### config.mk
export PLATFORM = sky130hd
export DESIGN_NAME = wb_rr_arbiter
export DESIGN_NICKNAME = d
export VERILOG_FILES = /design/src/rtl/wb_rr_arbiter.sv
export SDC_FILE = /design/constraint.sdc
export NUM_CORES = 1
export LEC_CHECK = 0
export ABC_AREA = 1
export ABC_CLOCK_PERIOD_IN_PS = 1700
export CAP_MARGIN = 40
export CORE_AREA = 2 2 53 55
export CTS_CLUSTER_DIAMETER = 50
export DETAILED_ROUTE_END_ITERATION = 6
export DIE_AREA = 0 0 55 57
export GPL_TIMING_DRIVEN = 0
export PLACE_DENSITY = 0.81
export RECOVER_POWER = 50
export SKIP_CTS_REPAIR_TIMING = 1
export SLEW_MARGIN = 20
export SYNTH_ARGS = -nofsm -noshare
export SYNTH_HDL_FRONTEND = slang
export SYNTH_SLANG_ARGS = --single-unit
### constraint.sdc
create_clock -name clk_i -period 1.7 [get_ports clk_i]
set_clock_uncertainty 0.2 [all_clocks]
set_input_delay 0.255 -clock clk_i [delete_from_list [all_inputs] [get_ports clk_i]]
set_output_delay 0.255 -clock clk_i [all_outputs]
set_load 0.01 [all_outputs]
### src/rtl/wb_rr_arbiter.sv
// wb_rr_arbiter: round-robin Wishbone bus arbiter with per-cycle ownership and a stall watchdog.
module wb_rr_arbiter #(
  parameter int MASTERS_NUM    = 2,
  parameter int ADR_WIDTH      = 16,
  parameter int TIMEOUT_CYCLES = 16
) (
  input  logic                             clk_i,
  input  logic                             rst_i,
  input  logic [MASTERS_NUM-1:0]           m_cyc_i,
  input  logic [MASTERS_NUM-1:0]           m_stb_i,
  input  logic [MASTERS_NUM*ADR_WIDTH-1:0] m_adr_i,
  output logic [MASTERS_NUM-1:0]           m_ack_o,
  output logic [MASTERS_NUM-1:0]           m_err_o,
  output logic                             s_cyc_o,
  output logic                             s_stb_o,
  output logic [ADR_WIDTH-1:0]             s_adr_o,
  input  logic                             s_ack_i,
  output logic [MASTERS_NUM-1:0]           gnt_o,
  output logic                             busy_o
);
  localparam int IW = $clog2(MASTERS_NUM);
  localparam int CW = TIMEOUT_CYCLES > 1 ? $clog2(TIMEOUT_CYCLES) : 1;
  typedef enum logic [1:0] {IDLE, OWN, ERR, WAIT_REL} state_t;
  state_t                 r_state;
  logic [MASTERS_NUM-1:0] r_gnt;
  logic [IW-1:0]          r_last;
  logic [CW-1:0]          r_cnt;
  logic [IW-1:0]          w_win;
  logic [IW-1:0]          w_idx;
  logic                   w_found;
  logic                   w_own;
  logic                   w_stall;
  logic                   w_timeout;
  // Search starts just past the last winner and wraps, giving round-robin fairness.
  always_comb begin
    w_found = 1'b0;
    w_win   = r_last;
    w_idx   = r_last;
    for (int i = 0; i < MASTERS_NUM; i++) begin
      w_idx = (w_idx == IW'(MASTERS_NUM - 1)) ? '0 : w_idx + 1'b1;
      if (!w_found && m_cyc_i[w_idx]) begin
        w_found = 1'b1;
        w_win   = w_idx;
      end
    end
  end
  assign w_own     = r_state == OWN;
  assign s_cyc_o   = w_own & m_cyc_i[r_last];
  assign s_stb_o   = w_own & m_stb_i[r_last];
  assign s_adr_o   = w_own ? m_adr_i[int'(r_last)*ADR_WIDTH +: ADR_WIDTH] : '0;
  assign m_ack_o   = (w_own & s_ack_i) ? r_gnt : '0;
  assign m_err_o   = (r_state == ERR) ? r_gnt : '0;
  assign gnt_o     = r_gnt;
  assign busy_o    = r_state != IDLE;
  assign w_stall   = s_stb_o & ~s_ack_i;
  // An ACK in the would-be timeout cycle clears w_stall, so the transfer completes.
  assign w_timeout = (TIMEOUT_CYCLES != 0) && w_stall && (r_cnt == CW'(TIMEOUT_CYCLES - 1));
  always_ff @(posedge clk_i)
    if (rst_i) begin
      r_state <= IDLE;
      r_gnt   <= '0;
      r_last  <= IW'(MASTERS_NUM - 1);
      r_cnt   <= '0;
    end else begin
      r_cnt <= (w_stall && !w_timeout && m_cyc_i[r_last]) ? r_cnt + 1'b1 : '0;
      case (r_state)
        IDLE: if (w_found) begin
          r_state <= OWN;
          r_gnt   <= MASTERS_NUM'(1) << w_win;
          r_last  <= w_win;
        end
        OWN: if (!m_cyc_i[r_last]) begin
          r_state <= IDLE;
          r_gnt   <= '0;
        end else if (w_timeout)
          r_state <= ERR;
        ERR: r_state <= WAIT_REL;
        default: if (!m_cyc_i[r_last]) begin
          r_state <= IDLE;
          r_gnt   <= '0;
        end
      endcase
    end
endmodule

==> flow_summary_export.csv <==
group,metric,value,unit
routing,drtAntennaViolNets,0,
worst_setup_path,critPathKind,"reg -> out",
routing,num_vias,1043,
clock_tree,clock_path_buffers,2,
finish,mostFrequentLayoutCells,"nand2_1 (47), clkdlybuf4s50_1 (41), buf_2 (19)",
grt,grt_antenna_before_repair,0,
outcome,violations,"negative setup slack",
routing,drc,0,
worst_setup_path,worstPathMaxFanout,10,
finish,fillerInstances,263,
die,boundaryPins,64,
pwr,ir_drop,0.000623,V
worst_setup_path,arrival,1.36,ns
grt,grt_pass1_wl,3800,um
sta,setup_slack,-0.113,ns
die,start_util,29.6,%
clock_tree,clk_pin_slew_worst_paths,0.06,ns
worst_setup_path,end_kind,"output pin",
routing,drt-initial-drc-count,19,
sta,layout_min_cycle_time,1.81,ns
synthesis,netlist_area,774,um2
routing,drt_pass1_iterations,4,
placed_design,numPlacedInstances,218,
synthesis,syn_avg_cell_area,6.25,um2
worst_setup_path,start_kind,"flop",
sta,finalHoldViolations,0,
grt,grt_pass1_vias,991,
clock_tree,cts_htree_levels,1,
placed_design,place_congestion,0.828,
routing,totalWireLength,2590,um
synthesis,syn-num-nets,164,
finish,mostFrequentLayoutCell,"nand2_1",
grt,grt_max_degree,11,
finish,diodes,0,
finish,finalNonFillerCells,223,
finish,fin_nets,233,
routing,wl_per_cell,11.6,um
die,row_count,19,
routing,viasPerCell,4.68,
pwr,p_leak,0.000680,uW
clock_tree,cts_buffers,3,
sta,slew_headroom,77.5,%
placed_design,io_buffers,63,
sta,setup_viol,12,
die,die_x,55,um
synthesis,yosysSeqAreaShare,23.3,%
outcome,status,"complete, but fails checks",
finish,drive_above_1_share,29.2,%
grt,overflow,0,
synthesis,synthCells,124,
pwr,pwr_density_cell,706,nW/um2
synthesis,synth-seq-cells,9,
worst_hold_path,hold_path_class,"reg -> reg",
die,die_area,3140,um2
die,fp.dieH,57,um
clock_tree,cts_tree,"done",
clock_tree,cts.root.buffer_cell,"clkbuf_4",
clock_tree,clk_latency,0.27,ns
synthesis,synth_cell_type_count,21,
grt,grt_usage,16.2,%
sta,hold_ws,0.245,ns
job,cap_violations,0,
sta,tightestPinTransition,0.336,ns
finish,area_delta_synth_final,84.8,%
sta,fmax,552,MHz
die,core,2620,um2
clock_tree,clock-sinks,9,
synthesis,yosysWarningCount,0,
sta,slew_viol_final,0,
worst_setup_path,worstPathRequired,1.24,ns
sta,fin_tns_setup,-1.11,ns
placed_design,hpwlAfterDp,2100,um
sta,period_share,107,%
sta,rsz0062_at_grt,"true",
## registers in the layout, indices dropped and copies added, names as in the netlist
name,count
r_last,1
r_state,2
r_cnt,4
gnt_o,2
## path summary, 6_finish.rpt
path	endpoint	cells past startpoint	start	slack (ns)
max	s_adr_o[8]	7	r_state[0]	-0.11
min	r_cnt[0]	1	r_cnt[0]	0.25
max reg2reg	r_state[1]	7	r_cnt[0]	0.34
min reg2reg	r_cnt[0]	1	r_cnt[0]	0.25
## through the flow
step | total power, uW | area (um2) | setup WS [ns] | utilization [%]
floorplan | 570 | 774 | 0.244 | -
finish | 1010 | 1430 | -0.113 | 54.7
global placement | 843 | 1440 | -0.379 | 55.2
detailed placement | 857 | 1440 | -0.399 | 55.2
CTS | 1030 | 1470 | -0.626 | 56.2
global route | 1080 | 1430 | -0.180 | 54.7
## power by group
| group | switching, uW | total (uW) | internal [uW] | leakage (uW) |
|---|---|---|---|---|
| clock | 76.4 | 167 | 90.5 | 0.0000150 |
| combinational | 302 | 583 | 282 | 0.000591 |
| sequential | 25.3 | 261 | 235 | 0.0000743 |
## per-layer routing
metal  track usage [%]  share of wire [%]  vias to the layer above
li1                  -                  -                      531
met4              8.36                2.7                        0
met5                 0                  0                        -
met3              3.66                9.9                        9
met1              16.2                 37                      460
met2              29.6                 50                       43
## final cells by class
cell class | count | area (um2) | area share (%)
flip-flops and latches | 9 | 186 | 13.0
repair buffers | 64 | 543 | 37.9
inverters | 13 | 53.8 | 3.76
clock buffers | 4 | 26.3 | 1.84
multi-input cells | 97 | 514 | 35.9
well taps | 31 | 38.8 | 2.71
plain buffers | 5 | 68.8 | 4.81
## cells by family (layout without fill, tap and decap cells)
group           count (synthesis)  count (layout)  share of synthesized area (%)
simple gates                   72              72                           40.4
compound gates                 22              22                           20.5
buf+inv                        18              86                           12.0
flops                           9               9                           23.3
xor+xnor                        2               2                           2.26
fa+ha+maj                       1               1                           1.62
## cells in the mapped netlist
cell type,count,share of area [%]
nand2_1,47,23
a21oi_1,10,6.5
a21oi_2,10,11
nor2_1,10,4.8
dfxtp_1,9,23
inv_1,9,4.4
inv_2,4,1.9
buf_6,3,4.4
nand2_2,3,2.4
nand3_1,3,1.9
nor3_1,3,1.9
buf_2,2,1.3
nand3_2,2,2.6
nand4_1,2,1.6
a21oi_4,1,2.1
ha_1,1,1.6
nand2_4,1,1.5
nor2_2,1,0.81
o21ai_1,1,0.65
xnor2_1,1,1.1
xor2_1,1,1.1
## critical path: stages (launching register included)
cell and delay, ns:
dfxtp_4 0.37, inv_4 0.05, nor2_4 0.09, inv_2 0.06, buf_8 0.14, buf_12 0.14
a21oi_2 0.10, buf_2 0.14
(Power assumes the default switching activity.)
